## config.mk

```make
export PLATFORM = sky130hd
export DESIGN_NAME = msk_serial_unmasker
export DESIGN_NICKNAME = d
export VERILOG_FILES = /design/src/rtl/msk_serial_unmasker.sv
export SDC_FILE = /design/constraint.sdc
export NUM_CORES = 1
export LEC_CHECK = 0
export CORE_AREA = 2 2 39 41
export CTS_CLUSTER_DIAMETER = 100
export DETAILED_ROUTE_END_ITERATION = 7
export DIE_AREA = 0 0 41 43
export RECOVER_POWER = 50
export SLEW_MARGIN = 30
export SYNTH_ARGS = -nofsm -noshare
export SYNTH_HDL_FRONTEND = slang
export SYNTH_SLANG_ARGS = --single-unit
export TNS_END_PERCENT = 50
```

## constraint.sdc

```tcl
create_clock -name clk -period 2.5 [get_ports clk]
set_clock_uncertainty 0.2 [all_clocks]
set_input_delay 0.5 -clock clk [delete_from_list [all_inputs] [get_ports clk]]
set_output_delay 0.5 -clock clk [all_outputs]
set_load 0.05 [all_outputs]
```

## src/rtl/msk_serial_unmasker.sv

```systemverilog
// Serial share recombiner: XOR-folds d shares, one per beat, into one value
// and hands it out over valid/ready, optionally complemented.
module msk_serial_unmasker #(
    parameter int d      = 2,
    parameter int count  = 1,
    parameter bit INVERT = 1'b0
) (
    input  logic             clk,
    input  logic             rst_n,
    input  logic             clear,
    input  logic [count-1:0] in_share,
    input  logic             in_last,
    input  logic             in_valid,
    output logic             in_ready,
    output logic [count-1:0] out_data,
    output logic             out_valid,
    input  logic             out_ready,
    output logic             err,
    input  logic             err_clr
);

    localparam int CW = $clog2(d + 1);
    localparam logic [CW-1:0] LAST = CW'(d - 1);

    typedef enum logic [1:0] {IDLE, ACCUM, OUT} state_t;

    state_t           state;
    state_t           state_nxt;
    logic [CW-1:0]    cnt;
    logic [count-1:0] acc;
    logic             take;
    logic             fin;
    logic             bad;
    logic             done;

    // A beat offered during clear is thrown away.
    assign take = in_valid & in_ready & ~clear;
    assign fin  = (cnt == LAST);
    assign bad  = take & (in_last ^ fin);
    assign done = take & in_last & fin;

    always_ff @(posedge clk or negedge rst_n) begin
        if (!rst_n) state <= IDLE;
        else        state <= state_nxt;
    end

    always_comb begin
        state_nxt = state;
        if (clear) begin
            state_nxt = IDLE;
        end else begin
            unique case (state)
                IDLE, ACCUM: begin
                    if (bad)       state_nxt = IDLE;
                    else if (done) state_nxt = OUT;
                    else if (take) state_nxt = ACCUM;
                end
                OUT: if (out_ready) state_nxt = IDLE;
                default: state_nxt = IDLE;
            endcase
        end
    end

    always_comb begin
        in_ready  = (state != OUT);
        out_valid = (state == OUT);
    end

    // acc is already zero in IDLE, so one XOR path serves every beat.
    always_ff @(posedge clk or negedge rst_n) begin
        if (!rst_n) begin
            cnt      <= '0;
            acc      <= '0;
            out_data <= '0;
            err      <= 1'b0;
        end else begin
            if (clear || bad || done) begin
                cnt <= '0;
                acc <= '0;
            end else if (take) begin
                acc <= acc ^ in_share;
                cnt <= cnt + CW'(1);
            end
            if (done) out_data <= acc ^ in_share ^ {count{INVERT}};
            if (bad)          err <= 1'b1;
            else if (err_clr) err <= 1'b0;
        end
    end

endmodule

```

==> run_results.csv <==
group,metric,value,unit
run_status,status,"finished, final reports clean",
finish,n_antenna_cell,0,
clocking,ctsResizeCount,0,
synth,async_flop_share,100,%
worst_setup_path,slowest_stage,"clkdlybuf4s50_1",
floorplanning,start_util,27.1,%
pwr,powerDensity,587,nW/um^2
worst_setup_path,rr_startpoint,"state[1]$_DFFE_PN0P_",
synth,netlist.area_leader.share,46.7,%
sta,tns,0,ns
synth,ys_warn_count,0,
grt,overflow,0,
synth,synth_top_cell_by_area,"dfrtp_1",
synth,synth_area_per_cell,10.4,um^2
synth,synth_edf_count,0,
floorplanning,die_w,41,um
min_path,worstHoldStart,"state[1]$_DFFE_PN0P_",
synth,synth_common_cells,"dfrtp_1 (7), inv_1 (3), o21ai_0 (3)",
grt,track_usage,12.9,%
worst_setup_path,worstPathMaxFanout,2,
worst_setup_path,worstSetupEndpointType,"output port",
route,routed_wl,842,um
clocking,root_buffer,"clkbuf_4",
route,ant_nets,0,
finish,multi_input_area,174,um^2
pwr,power.total,311,uW
sta,max-slew-margin-rel,66.9,%
floorplanning,core,1380,um^2
sta,finalHoldViolCount,0,
min_path,worstHoldPathCells,1,
synth,synth-main-ff-cell,"dfrtp_1",
synth,syn_nets,45,
sta,worstMarginPinSlew,0.495,ns
worst_setup_path,worstPathArrival,1.40,ns
route,drt_iter0_drc,7,
place,portBuffers,11,
route,drc,0,
pwr,p_switching,92.3,uW
synth,ys_ff_latch,7,
worst_setup_path,reg2reg_depth,4,
sta,fmax,477,MHz
sta,rsz0062_at_grt,"no",
place,dp_hpwl,639,um
pwr,clock_power_share,33.7,%
grt,grt_pass1_vias,327,
clocking,clockBufferDepth,2,
clocking,h-tree-depth,1,
worst_setup_path,cp-start-kind,"register",
pwr,p_int,219,uW
worst_setup_path,cp.required,1.80,ns
sta,fin_crit,2.10,ns
clocking,cts_tree,"yes",
synth,synth_area,375,um^2
worst_setup_path,path_buf_inv,1,
pwr,leakagePower,0.000238,uW
worst_setup_path,r2r_slack,0.64,ns
sta,period_share,83.9,%
min_path,holdCritPathClass,"register to register",
grt,grt_pass1_wl,1430,um
finish,fillers,152,
finish,syn_to_final_growth,41.3,%
finish,regArea,175,um^2
route,via_per_inst,4.96,
grt,grt_max_degree,8,
clocking,cts_buffers,3,
worst_setup_path,reg2reg_to,"out_data$_DFFE_PN0P_",
clocking,clock_sinks,7,
place,routabilityCongestion,0.668,
pwr,irDropWorstVdd,0.215,mV
sta,finalSetupViolCount,0,
synth,yosysMostFrequentCell,"dfrtp_1",
floorplanning,fp.dieArea,1760,um^2
finish,postLayoutCoreUtil,38.3,%
clocking,insertion_delay,0.25,ns
worst_setup_path,cp_cell_sequence,"clkdlybuf4s50_1",
floorplanning,row_count,14,
pwr,seqPwrFrac,41.1,%
finish,drive_gt1_share,19.2,%
worst_setup_path,cp_top_family,"buffers and inverters",
finish,nets,62,
floorplanning,pin_count,12,
worst_setup_path,worstSetupPathType,"register to output port",
pwr,power_frac_comb,25.2,%
min_path,hold_end,"state[0]$_DFFE_PN0P_",
synth,ys_seq_area_share,46.7,%
worst_setup_path,critPathMaxStageDelay,0.80,ns
clocking,cts_setup_buffers,0,
grt,antenna_found_initial,0,
synth,synth_cell_types,23,
clocking,clk_pin_slew,0.05,ns
pwr,switching_share,29.6,%
route,wl_per_cell,12.4,um
clocking,postCtsHoldBufs,0,
route,vias,337,
floorplanning,fp.dieH,43,um
synth,synth.area.top_cells,"dfrtp_1 (47%), nand4b_1 (4.7%), xor2_1 (4.7%), o21ai_0 (4.0%), mux2_4 (4.0%)",
sta,maxSlewViolCount,0,
synth,synthCells,36,
route,dr.pass1.iters,3,
flow_run,cap_violations,0,
-- layer usage --
| layer | wire length [um] | global-route usage [%] | up-vias |
|---|---|---|---|
| li1 | - | - | 161 |
| met1 | 386 | 15.5 | 161 |
| met2 | 373 | 17.5 | 11 |
| met3 | 57 | 4.71 | 4 |
| met4 | 25 | 10.0 | 0 |
| met5 | 0 | 0 | - |
-- kinds of logic after synthesis --
group,share of synthesized area [%]
simple gates,19.3
compound gates,12.3
flops,46.7
buf+inv,7.00
xor+xnor,4.67
mux,6.67
fa+ha+maj,3.33
-- power by group through the flow --
| stage | Sequential (uW) | Clock (uW) | Combinational (uW) |
|---|---|---|---|
| after floorplan | 150 | 0 | 24.2 |
| after global placement | 130 | 0 | 79.0 |
| after detailed placement | 130 | 0 | 79.6 |
| after CTS | 128 | 110 | 80.1 |
| after global routing | 129 | 114 | 85.1 |
| final | 128 | 105 | 78.4 |
-- layout by cell type, fill, tap and decap left out, types with 2 or more instances in the layout --
cell	Yosys	final
clkbuf_4	0	3
nand4b_1	2	2
a21oi_1	2	2
dlygate4sd3_1	0	2
buf_4	0	4
dfrtp_1	7	7
o21ai_0	3	3
clkdlybuf4s50_1	0	7
inv_1	3	3
xor2_1	2	2
-- flip-flops by register name (all words and copies together) (netlist names) --
register	flops
acc	1
cnt	2
err	1
out_data	1
state	2
-- worst max path at each step --
stage                      endpoint  cells after the start                 start
3_3_place_gp   out_data$_DFFE_PN0P_                      4              in_valid
3_5_place_dp   out_data$_DFFE_PN0P_                      4              in_valid
6_report                        err                      1       err$_DFFE_PN0P_
4_1_cts                         err                      1       err$_DFFE_PN0P_
5_1_grt                         err                      1       err$_DFFE_PN0P_
2_1_floorplan  out_data$_DFFE_PN0P_                      5  state[1]$_DFFE_PN0P_
-- per-stage QoR --
step	cells	hold slack [ns]	area (um^2)	worst slack [ns]
floorplan	36	0.00441	375	0.586
global placement	64	0.283	504	0.301
detailed placement	64	0.286	504	0.293
CTS	68	0.291	531	0.385
global route	68	0.305	531	0.330
finish	68	0.283	531	0.403
-- final cells by class --
cell class,instances,share of cell area (%)
flip-flops and latches,7,33.0
inverters,4,2.83
clock buffers,4,4.95
multi-input cells,24,32.8
repair buffers,13,22.6
well taps,16,3.77
No activity file was read; power rests on OpenSTA's default activity.
==> patch 1 (same settings) <==
`INVERT`: 1'b0 -> 1'b1.
--- a/src/rtl/msk_serial_unmasker.sv
+++ b/src/rtl/msk_serial_unmasker.sv
@@ -4,5 +4,5 @@
     parameter int d      = 2,
     parameter int count  = 1,
-    parameter bit INVERT = 1'b0
+    parameter bit INVERT = 1'b1
 ) (
     input  logic             clk,
Formal check against the unedited RTL: not equivalent (a bounded check fails within 4 cycles, from zero or initial values and one cycle with rst_n low).
==> patch 1 against the original RTL <==
Sequential power barely moved. Critical endpoint is now out_valid. Sequential cell count stayed put. Critical path type unchanged. Final area grew 1.9%. Non-clock buffer count shrank 2. Routed wire length down 1.9%. Critical path depth rose by 2. Worst setup slack got worse by 0.33 ns. Synthesized area rose by 2.3%. Total power shrank 1.6%.
==> patch 1: results (changes against the original RTL) <==
metric,value,unit,change
GP Congestion,0.722,,+8.1%
Post-synth EDFFs,0,,unchanged
Worst Hold Class,reg -> reg,,
global-route wire length before repair,1240,um,-14%
Final Cycle Share,97.1,%,+13 points
"Largest stage delay, worst path",0.82,ns,+0.02 ns
reg2reg path depth,5,,+1
largest net degree at the start of global routing,8,,unchanged
layout cells sized above 1,14.0,%,-5.2 points
Layout Nets,60,,-3.2%
adder and majority gate portion of the synthesized area,3.26,%,-0.076 points
XOR/XNOR share of the synthesized area,4.56,%,-0.11 points
later-pin clock latency in the skew report,0.25,ns,about the same
"Distinct cells, synth",23,,unchanged
routed wire length per instance,12.5,um,+1.1%
initial antenna violation count,0,,unchanged
post-synthesis instance total,35,,-2.8%
GRT Total Usage,11.2,%,-1.6 points
Fmax achieved,412,MHz,-14%
largest cells by area after synthesis,"dfrtp_1 46%, nor4_4 5.5%, nand4b_1 4.6%",,
CTS Buf Count,3,,unchanged
complex-gate fraction of the synthesized area,12.7,%,+0.37 points
clk slew on worst S/H paths,0.05,ns,about the same
Post-CTS Setup Repair Bufs,0,,unchanged
post_cts resized,0,,unchanged
post-synthesis sequential area ratio,45.6,%,-1.1 points
post-DR vias/cell,4.98,,+0.58%
ys flop type,dfrtp_1,,
CTS Root Cell,clkbuf_4,,
leakage,0.000214,uW,-10%
Crit Path Max Fanout,6,,+4
CTS max path bufs,2,,unchanged
First-pass DRT Iterations,4,,+1
Ant. Diodes,0,,unchanged
Post-synth ARST share,100,%,unchanged
mux share of post-synthesis cell area,5.54,%,-1.1 points
vias in the first global route,306,,-6.4%
input/output buffers,11,,unchanged
"worst slack, placed",0.350,ns,+0.0571 ns
Top Registers,"cnt: 2 flops, state: 2 flops",,
"CP delay by family, top",buffers and inverters,,
Worst path slowest cell,clkdlybuf4s50_1,,
status,"complete, no violations",,
placed cell count,62,,-3.1%
Post-Route WL,826,um,-1.9%
slew margin rel.,67.0,%,+0.10 points
CTS H-tree depth,1,,unchanged
synth warn,0,,unchanged
Synth Net Count,44,,-2.2%
Iter 0 DRT Violations,1,,-6
cell depth of the worst hold path,2,,+1
peak supply drop,0.270,mV,+25%
==> patch 1: through the flow <==
step	power [uW]	hold WS [ns]	instance area, um2
2_1_floorplan	173	0.00441	384
3_3_place_gp	207	0.282	514
3_5_place_dp	207	0.283	514
4_1_cts	314	0.299	541
5_1_grt	324	0.327	541
6_report	306	0.290	541
==> patch 1: layout make-up <==
type | instances | area (um2)
inverter | 3 | 11.3
timing repair buffer | 11 | 110
tap | 16 | 20.0
sequential | 7 | 175
multi-input combinational | 25 | 198
fill | 145 | 843
clock buffer | 4 | 26.3
==> patch 1: path summary, 6_finish.rpt <==
kind | to | slack [ns] | startpoint
max | out_valid | 0.07 | state[0]
min | err | 0.29 | err
max reg2reg | out_data | 0.93 | cnt[1]
min reg2reg | err | 0.29 | err
max in group asynchronous | out_data | 1.44 | rst_n
min in group asynchronous | err | 0.39 | rst_n
==> patch 1: cell families after synthesis <==
kind of cell,count (synthesis)
adders and majority gates,1
muxes,2
buffers and inverters,3
DFF,7
and+or+nand+nor,12
AOI/OAI and AO/OA,8
xor gates and xnor gates,2
==> patch 1: metal layers <==
layer	global-route usage [%]	vias to the layer above	wire length [um]
met5	0	-	0
met3	6.28	0	71
met2	14.4	16	373
met4	8.00	0	0
li1	-	162	-
met1	13.5	151	381
==> patch 1: power breakdown <==
| group | leakage, uW | internal (uW) | switching, uW | total, uW |
|---|---|---|---|---|
| sequential | 0.0000942 | 123 | 5.39 | 128 |
| combinational | 0.000105 | 32.1 | 44.0 | 76.1 |
| clock | 0.0000150 | 60.9 | 41.4 | 102 |
| total | 0.000214 | 216 | 90.8 | 306 |
==> patch 1: tightest hold or removal path: stages, from the launching register on <==
cell      delay, ns
dfrtp_1        0.34
nand2b_1       0.06
o41ai_1        0.05
==> patch 2 (config.mk and constraints unchanged) <==
Without the edit above. Encoding of `state_t`: now one-hot (3 bits for 3 states).
--- a/src/rtl/msk_serial_unmasker.sv
+++ b/src/rtl/msk_serial_unmasker.sv
@@ -23,5 +23,5 @@
     localparam logic [CW-1:0] LAST = CW'(d - 1);
 
-    typedef enum logic [1:0] {IDLE, ACCUM, OUT} state_t;
+    typedef enum logic [2:0] {IDLE = 3'b001, ACCUM = 3'b010, OUT = 3'b100} state_t;
 
     state_t           state;
Check against the original RTL: same outputs for any inputs over 10 cycles, from zero or initial values and one cycle with rst_n low; not proved beyond that.
==> patch 2 against the original RTL <==
Utilization is 8.7 points higher. Synthesized area increased by 35%. Worst setup slack worse by 0.036 ns. Largest power group unchanged. Combinational power increased by 6.4%. Final area grew 23%. Routed wire length up 26%. Total power rose by 9.3%. Sequential cell count rose by 1.
==> patch 2: results (changes against the original RTL) <==
metric,value,unit,change
peak supply drop,0.347,mV,+61%
slew margin rel.,67.4,%,+0.47 points
Reg2Reg Setup Slack,0.67,ns,+0.03 ns
GP Congestion,0.675,,+1.0%
largest cells by area after synthesis,"dfrtp_1 35%, dfstp_2 5.2%, nand3_1 4.0%",,
Top Registers,"state: 3 flops, cnt: 2 flops",,
Iter 0 DRT Violations,2,,-5
placed cell area,624,um2,+24%
crit path launch,state[1],,
hold worst-path end,err,,
"CP delay by family, top",simple AND/OR/NAND/NOR gates,,
layout cells sized above 1,16.4,%,-2.8 points
post-detail-place hpwl,799,um,+25%
FF-to-FF Start,state[0],,
Crit Path Max Fanout,6,,+4
First-pass DRT Iterations,2,,-1
"Distinct cells, synth",31,,+35%
Post-synth top cells,"7 x dfrtp_1, 4 x inv_1, 4 x nand3_1, 4 x o21ai_0",,
vias in the first global route,455,,+39%
vias,422,,+25%
Worst Path Arrival,1.43,ns,+0.03 ns
Worst path slowest cell,or3b_1,,
"Largest stage delay, worst path",0.50,ns,-0.30 ns
status,"complete, no violations",,
Synth Net Count,65,,+44%
leakage,0.000280,uW,+18%
global-route wire length before repair,1990,um,+39%
R2R Path End,out_data,,
-- patch 2: cell families after synthesis --
| family | after synthesis | synth area share (%) |
|---|---|---|
| and+or+nand+nor | 21 | 24.7 |
| AOI/OAI and AO/OA | 13 | 16.5 |
| buffers and inverters | 10 | 10.1 |
| DFF | 8 | 39.8 |
| xor gates and xnor gates | 2 | 3.46 |
| muxes | 1 | 2.96 |
| adders and majority gates | 1 | 2.47 |
-- patch 2: per-stage QoR --
step | worst slack [ns] | cells | hold WS [ns] | utilization (%)
6_report | 0.367 | 83 | 0.286 | 47.0
5_1_grt | 0.305 | 83 | 0.336 | 47.0
4_1_cts | 0.356 | 83 | 0.289 | 47.0
3_5_place_dp | 0.365 | 79 | 0.277 | 45.1
3_3_place_gp | 0.400 | 79 | 0.264 | 45.1
2_1_floorplan | 0.609 | 56 | 0.00441 | -
-- patch 2: worst max-delay path by stage --
stage,endpoint,slack [ns],depth (start not counted)
global placement,state[1],0.40,3
global route,out_valid,0.30,3
finish,out_valid,0.37,3
CTS,out_valid,0.36,3
floorplan,out_data,0.61,5
detailed placement,state[1],0.37,3
-- patch 2: layer usage --
layer  track usage [%]  share of wire (%)
met3              9.42                6.6
met1              21.8                 44
met5                 0                  0
met2              25.3                 50
met4              2.00                  0
-- patch 2: worst reg2reg max path: stages, from the launching register on --
cell	delay, ns
dfstp_2	0.57
or3b_1	0.27
clkinv_4	0.12
nor4_2	0.26
mux2_4	0.32
-- patch 2: report_power, final --
part | internal [uW] | switching [uW] | leakage, uW | total (uW)
clock | 61.2 | 47.8 | 0.0000150 | 109
combinational | 37.4 | 46.0 | 0.000159 | 83.4
sequential | 140 | 7.42 | 0.000105 | 148
total | 239 | 101 | 0.000280 | 340
-- patch 2: cell type report --
| type | count | area (um2) |
|---|---|---|
| Fill cell | 136 | 733 |
| Timing Repair Buffer | 12 | 125 |
| Multi-Input combinational cell | 38 | 254 |
| Clock buffer | 4 | 26.3 |
| Inverter | 5 | 23.8 |
| Tap cell | 16 | 20.0 |
| Sequential cell | 8 | 201 |
